<file path="src/rtl/io_channel_dma_card.sv">
// io_channel_dma_card: ISA-style I/O channel card. It decodes four host
// registers, inserts wait states, serves single-channel DMA, and buffers
// traffic between the host bus and local streaming ports with a TX FIFO
// and an RX FIFO.
module io_channel_dma_card #(
  parameter logic [9:0] BASE_ADDRESS = 10'h300,
  parameter int         FIFO_DEPTH   = 16,
  parameter int         WAIT_CYCLES  = 2
) (
  input  logic        clock,
  input  logic        reset_n,
  input  logic [19:0] address,
  input  logic [7:0]  data_bus,
  output logic [7:0]  data_bus_out,
  output logic        data_bus_out_enable,
  input  logic        io_read_n,
  input  logic        io_write_n,
  input  logic        address_enable_n,
  output logic        io_channel_ready,
  output logic        dma_request,
  input  logic        dma_acknowledge_n,
  input  logic        terminal_count_n,
  output logic        interrupt_request,
  output logic [7:0]  tx_data,
  output logic        tx_valid,
  input  logic        tx_ready,
  input  logic [7:0]  rx_data,
  input  logic        rx_valid,
  output logic        rx_ready
);

  localparam int AW = $clog2(FIFO_DEPTH);
  localparam logic [AW:0] DEPTH_C = FIFO_DEPTH[AW:0];

  typedef enum logic [1:0] {ST_IDLE, ST_WAIT, ST_ACTIVE} state_t;

  state_t      state;
  logic [7:0]  wait_cnt;
  logic        read_q, write_q;
  logic        acc_read, acc_dma, acc_tc, acc_rx_empty;
  logic [1:0]  acc_off;

  logic        dma_en, dma_dir, tc_irq_en, rx_irq_en;
  logic        tc_flag, overrun, underrun;

  logic [7:0]  tx_mem [FIFO_DEPTH];
  logic [7:0]  rx_mem [FIFO_DEPTH];
  logic [AW:0] tx_wr, tx_rd, rx_wr, rx_rd;
  logic [AW:0] tx_count, rx_count;
  logic        tx_not_full, rx_not_empty;

  logic        rd_fall, wr_fall, dma_sel, host_sel, dma_start, host_start, start;
  logic        start_read;
  logic [1:0]  start_off;
  logic        strobe_now, strobe_prev, complete;
  logic        wr_done, tx_push_req, tx_push, tx_pop, rx_push, rx_pop;
  logic [7:0]  status, read_value;
  logic        unused_bits;

  assign unused_bits = ^{address[19:10], data_bus[7:4]};

  assign tx_count     = tx_wr - tx_rd;
  assign rx_count     = rx_wr - rx_rd;
  assign tx_not_full  = (tx_count != DEPTH_C);
  assign rx_not_empty = (rx_count != '0);
  assign tx_valid     = (tx_count != '0);
  assign rx_ready     = (rx_count != DEPTH_C);
  assign tx_data      = tx_mem[tx_rd[AW-1:0]];

  // Access decode: a DMA select (AEN high) can never coincide with a host
  // select (AEN low), so DMA naturally wins and the host path is ignored.
  assign rd_fall    = read_q & ~io_read_n;
  assign wr_fall    = write_q & ~io_write_n;
  assign dma_sel    = ~dma_acknowledge_n & address_enable_n;
  assign host_sel   = ~address_enable_n & (address[9:2] == BASE_ADDRESS[9:2]);
  assign dma_start  = dma_sel & (dma_dir ? rd_fall : wr_fall);
  assign host_start = ~dma_sel & host_sel & (rd_fall | wr_fall);
  assign start      = (state == ST_IDLE) & (dma_start | host_start);
  assign start_read = dma_start ? dma_dir : rd_fall;
  assign start_off  = dma_start ? 2'd0 : address[1:0];

  assign strobe_now  = acc_read ? io_read_n : io_write_n;
  assign strobe_prev = acc_read ? read_q : write_q;
  assign complete    = (state != ST_IDLE) & strobe_now & ~strobe_prev;

  assign wr_done     = complete & ~acc_read;
  assign tx_push_req = wr_done & (acc_off == 2'd0);
  assign tx_pop      = tx_valid & tx_ready;
  assign tx_push     = tx_push_req & (tx_not_full | tx_pop);
  assign rx_push     = rx_valid & rx_ready;
  assign rx_pop      = complete & acc_read & (acc_off == 2'd0) & ~acc_rx_empty;

  assign status = {interrupt_request, 2'b00, underrun, overrun, tc_flag, tx_not_full, rx_not_empty};

  // Read data is chosen when the strobe falls and then held for the whole strobe.
  always_comb begin
    read_value = 8'h00;
    case (start_off)
      2'd0:    read_value = rx_not_empty ? rx_mem[rx_rd[AW-1:0]] : 8'hFF;
      2'd1:    read_value = status;
      2'd2:    read_value = {4'b0000, rx_irq_en, tc_irq_en, dma_dir, dma_en};
      default: read_value = 8'h00;
    endcase
  end

  // Previous strobe levels; cleared by reset so a strobe held low across reset is not taken as a new edge.
  always_ff @(posedge clock or negedge reset_n) begin
    if (!reset_n) begin
      read_q  <= 1'b0;
      write_q <= 1'b0;
    end else begin
      read_q  <= io_read_n;
      write_q <= io_write_n;
    end
  end

  // Strobe FSM: latches the access, inserts wait states and drives the bus outputs.
  always_ff @(posedge clock or negedge reset_n) begin
    if (!reset_n) begin
      state               <= ST_IDLE;
      wait_cnt            <= '0;
      io_channel_ready    <= 1'b1;
      data_bus_out        <= '0;
      data_bus_out_enable <= 1'b0;
      acc_read            <= 1'b0;
      acc_dma             <= 1'b0;
      acc_tc              <= 1'b0;
      acc_rx_empty        <= 1'b0;
      acc_off             <= '0;
    end else begin
      case (state)
        ST_IDLE: begin
          if (start) begin
            acc_read            <= start_read;
            acc_dma             <= dma_start;
            acc_off             <= start_off;
            acc_tc              <= dma_start & ~terminal_count_n;
            acc_rx_empty        <= ~rx_not_empty;
            data_bus_out_enable <= start_read;
            if (start_read) data_bus_out <= read_value;
            if (WAIT_CYCLES == 0) begin
              state <= ST_ACTIVE;
            end else begin
              state            <= ST_WAIT;
              io_channel_ready <= 1'b0;
              wait_cnt         <= 8'(WAIT_CYCLES - 1);
            end
          end
        end
        ST_WAIT: begin
          if (complete) begin
            state               <= ST_IDLE;
            io_channel_ready    <= 1'b1;
            data_bus_out_enable <= 1'b0;
          end else if (wait_cnt == 8'd0) begin
            state            <= ST_ACTIVE;
            io_channel_ready <= 1'b1;
          end else begin
            wait_cnt <= wait_cnt - 8'd1;
          end
        end
        ST_ACTIVE: begin
          if (complete) begin
            state               <= ST_IDLE;
            data_bus_out_enable <= 1'b0;
          end
        end
        default: state <= ST_IDLE;
      endcase
    end
  end

  // Control register and sticky flags, updated when an access completes.
  always_ff @(posedge clock or negedge reset_n) begin
    if (!reset_n) begin
      dma_en    <= 1'b0;
      dma_dir   <= 1'b0;
      tc_irq_en <= 1'b0;
      rx_irq_en <= 1'b0;
      tc_flag   <= 1'b0;
      overrun   <= 1'b0;
      underrun  <= 1'b0;
    end else begin
      if (wr_done && !acc_dma) begin
        case (acc_off)
          2'd2: {rx_irq_en, tc_irq_en, dma_dir, dma_en} <= data_bus[3:0];
          2'd3: begin
            tc_flag  <= 1'b0;
            overrun  <= 1'b0;
            underrun <= 1'b0;
          end
          default: ;
        endcase
      end
      if (tx_push_req && !tx_push) overrun <= 1'b1;
      if (complete && acc_read && (acc_off == 2'd0) && acc_rx_empty) underrun <= 1'b1;
      if (complete && acc_dma && acc_tc) begin
        tc_flag <= 1'b1;
        dma_en  <= 1'b0;
      end
    end
  end

  // Registered interrupt and DMA request; DRQ is held low while any access is in flight.
  always_ff @(posedge clock or negedge reset_n) begin
    if (!reset_n) begin
      interrupt_request <= 1'b0;
      dma_request       <= 1'b0;
    end else begin
      interrupt_request <= (tc_irq_en & tc_flag) | (rx_irq_en & rx_not_empty);
      dma_request       <= (state == ST_IDLE) & ~start & dma_en &
                           (dma_dir ? rx_not_empty : tx_not_full);
    end
  end

  // FIFO pointers; one extra bit distinguishes full from empty.
  always_ff @(posedge clock or negedge reset_n) begin
    if (!reset_n) begin
      tx_wr <= '0;
      tx_rd <= '0;
      rx_wr <= '0;
      rx_rd <= '0;
    end else begin
      if (tx_push) tx_wr <= tx_wr + 1'b1;
      if (tx_pop)  tx_rd <= tx_rd + 1'b1;
      if (rx_push) rx_wr <= rx_wr + 1'b1;
      if (rx_pop)  rx_rd <= rx_rd + 1'b1;
    end
  end

  // FIFO storage needs no reset; validity is carried by the pointers.
  always_ff @(posedge clock) begin
    if (tx_push) tx_mem[tx_wr[AW-1:0]] <= data_bus;
    if (rx_push) rx_mem[rx_wr[AW-1:0]] <= rx_data;
  end

endmodule

</file>
<file path="config.mk">
export PLATFORM = sky130hd
export DESIGN_NAME = io_channel_dma_card
export DESIGN_NICKNAME = d
export VERILOG_FILES = /design/src/rtl/io_channel_dma_card.sv
export SDC_FILE = /design/constraint.sdc
export NUM_CORES = 1
export LEC_CHECK = 0
export BUFFER_PORTS_ARGS = -buffer_cell sky130_fd_sc_hd__buf_4
export CAP_MARGIN = 15
export CORE_ASPECT_RATIO = 0.75
export CORE_MARGIN = 2
export CORE_UTILIZATION = 55
export CTS_CLUSTER_SIZE = 28
export DETAILED_ROUTE_END_ITERATION = 8
export MAX_ROUTING_LAYER = met4
export PLACE_DENSITY = 0.7
export SKIP_LAST_GASP = 1
export SLEW_MARGIN = 20
export SYNTH_ARGS = -nofsm -noshare
export SYNTH_HDL_FRONTEND = slang
export SYNTH_SLANG_ARGS = --single-unit
</file>
<file path="constraint.sdc">
create_clock -name clock -period 4.45 [get_ports clock]
set_input_delay 0 -clock clock [delete_from_list [all_inputs] [get_ports clock]]
set_output_delay 0 -clock clock [all_outputs]
set_load 0.03 [all_outputs]
</file>
==> run metrics <==
status finished clean; first-pass iteration count of the detailed router 5; VDD IR max 0.395 mV; grt total ovfl 0; H-tree depth 1; layout cells sized above 1 20.0%; number of synthesized register bits 313; post-layout min period 3.59 ns; drc violations 0; post-synthesis cell area 13300 um2; count of final setup violators 0; Hold Violations, Final 0; Post-Synthesis Cells 799; Layout area overhead 15.6%; Leak 0.00553 uW; PwrDens 616 nW/um2; # port buffers 56; Seq pwr share 40.9%; Core Region 23800 um2; CP Data Arrival Time 3.77 ns; clk root buf clkbuf_16; Top delay family on crit path simple AND/OR/NAND/NOR gates; Clock Power Share 28.0%; Syn Nets 868; Worst EP required 4.63 ns; Synth top cells by count edfxtp_1, dfrtp_1, mux4_2; top cell type's share of synthesized area 57.8%; ys async rst share 18.2%; fin nets 961; Skew-Pair Late Insertion Delay 0.55 ns; largest net degree at the start of global routing 58; initial antenna violation count 0; Antenna Violating Nets Remaining 0; Antenna diodes 0; count leader, synth edfxtp_1; Yosys top cell by area edfxtp_1; period utilization 80.6%; Switching Share 33.1%; TNS Setup 0 ns; cell depth of the worst setup path 7; worst min path class in -> async; Clk pin slew, worst setup/hold paths 0.06 ns; Initial Util 55.8%; switching power 3130 uW; placed insts 1136; Finished Layout Cells 1220; CP cell instances inv_1 -> ha_1 -> and3b_1 -> o211ai_1 -> a2111oi_4 -> nor2_2 -> and4b_1; internal power 6330 uW; worst slew pin tran 1.13 ns; CTS tree built; Rel. slew slack 24.7%; Synth Flop Type edfxtp_1; post-CTS sizing 0; first-pass GRT wire length 43600 um; row count 49; Synth area leaders edfxtp_1, dfrtp_1, mux4_2, mux2i_1, ha_1; Worst Clk Skew 0.0138 ns; RePlAce Congestion 0.888; Yosys cell types 75; R2R cell count 7; DR iter-0 viols 830; Crit-path slowest cell dfrtp_1; vias per cell 6.33; DR WL/cell 23.0 um; crit start category flip-flop; CP max stage delay 0.89 ns; Die H 139 um; Post-synth EDFFs 256; Seq/Total Area, Yosys 68.5%; RSZ-0062 raised after global routing false; Die Area 25500 um2; synthesized area per cell 16.6 um2; # clock sinks 313; endpoint class of the critical path flip-flop; Achievable Freq 279 MHz; vias 7718; Num CTS Buffers 31; Logic pwr share 31.1%; WL final 28100 um; Detail Placement HPWL 18700 um; YS warnings 0; biggest fanout along the worst timing path 20; FILL cells 1647; fin. max-slew vios 0; clk buf depth 3; Worst Path Class, Setup reg -> reg; GRT Resource Usage Total 23.0%; # IOs 67; Die X 184 um; Max Cap Violations 0; CP bufs+invs 1; number of global-route vias before repair 7707
through the flow:
stage | cell area, um2 | hold slack [ns] | setup WS [ns] | util, % | power [uW]
final | 15400 | 0.0566 | 0.863 | 64.5 | 9470
after global routing | 15400 | 0.138 | 0.657 | 64.5 | 9890
after CTS | 15400 | 0.0851 | 0.915 | 64.4 | 9480
after detailed placement | 14000 | 0.114 | 0.929 | 58.9 | 6810
after global placement | 14000 | 0.100 | 1.10 | 58.9 | 6710
after floorplan | 13300 | -0.296 | 0.876 | - | 5920
state kept, by name, summed over array words and instances (netlist names), 2 cells and up:
signal / count
tx_wr: 5
rx_mem: 128
tx_rd: 5
rx_wr: 5
wait_cnt: 8
state: 2
rx_rd: 5
acc_off: 2
tx_mem: 128
data_bus_out: 8
cell type report:
cell class | count | area (um2) | area share [%]
repair buffers | 98 | 808 | 5.26
multi-input cells | 423 | 3930 | 25.6
clock buffers | 39 | 826 | 5.37
flip-flops and latches | 313 | 9120 | 59.3
clock inverters | 16 | 209 | 1.36
inverters | 25 | 93.8 | 0.611
well taps | 306 | 383 | 2.49
worst register-to-register path, delay by kind of cell (launching register included):
| family | cells | cell delay, ns |
|---|---|---|
| DFF | 1 | 0.89 |
| adders and majority gates | 1 | 0.35 |
| and+or+nand+nor | 3 | 1.32 |
| buffers and inverters | 1 | 0.15 |
| AOI/OAI and AO/OA | 2 | 0.50 |
power by group through the flow:
stage | combinational [uW] | clock, uW | sequential, uW
after CTS | 2930 | 2690 | 3870
after global routing | 3170 | 2800 | 3920
after floorplan | 2150 | 0 | 3770
after global placement | 2810 | 0 | 3900
after detailed placement | 2890 | 0 | 3920
final | 2950 | 2650 | 3870
cells in the final DEF (no fill, tap or decap), types with 9 or more instances in the layout:
cell type / netlist / routed
clkbuf_16: 0 / 31
and3_1: 12 / 12
a221oi_1: 17 / 17
dlygate4sd3_1: 0 / 29
nor3_1: 12 / 12
o31ai_1: 9 / 9
nand2_1: 31 / 31
dfrtp_1: 56 / 54
buf_4: 1 / 69
xnor2_1: 15 / 15
ha_1: 24 / 24
inv_1: 24 / 24
nor2_1: 21 / 21
mux4_2: 48 / 48
a22oi_1: 24 / 24
o21ai_0: 25 / 25
nand3_1: 16 / 16
edfxtp_1: 256 / 256
mux2i_1: 35 / 35
a21oi_1: 12 / 12
nor2b_1: 11 / 11
worst paths after layout:
kind	startpoint	endpoint	slack (ns)
worst min-delay path	reset_n	wait_cnt[3]$_DFFE_PN0P_	0.06
worst max-delay path	tx_rd[1]$_DFFE_PN0P_	tx_mem[8][5]$_DFFE_PP_	0.86
worst min register to register	underrun$_DFFE_PN0P_	underrun$_DFFE_PN0P_	0.50
min in group clock	address_enable_n	data_bus_out_enable$_DFFE_PN0P_	0.14
worst max register to register	tx_rd[1]$_DFFE_PN0P_	tx_mem[8][5]$_DFFE_PP_	0.86
max in group asynchronous	reset_n	tx_rd[0]$_DFFE_PN0P_	3.82
cell families after synthesis:
group / count (synthesis) / share of synthesized area [%]
compound gates: 131 / 7.47
xor+xnor: 23 / 1.72
fa+ha+maj: 24 / 2.26
buf+inv: 63 / 1.98
flops: 313 / 68.5
mux: 90 / 11.4
simple gates: 155 / 6.65
per-layer routing:
metal  global-route usage, %  vias up  part of all wire [%]
met5                       -        -                     0
met1                    34.6     3938                    45
li1                        -     3404                     -
met3                    4.60       45                   8.5
met4                    5.05        0                   1.8
met2                    32.9      331                    45
what timing repair did:
action / CTS / global route
hold endpoints to repair: 340 / 0
buffers inserted: 0 / 0
hold buffers: 29 / 0
No activity file was read; power rests on OpenSTA's default activity.
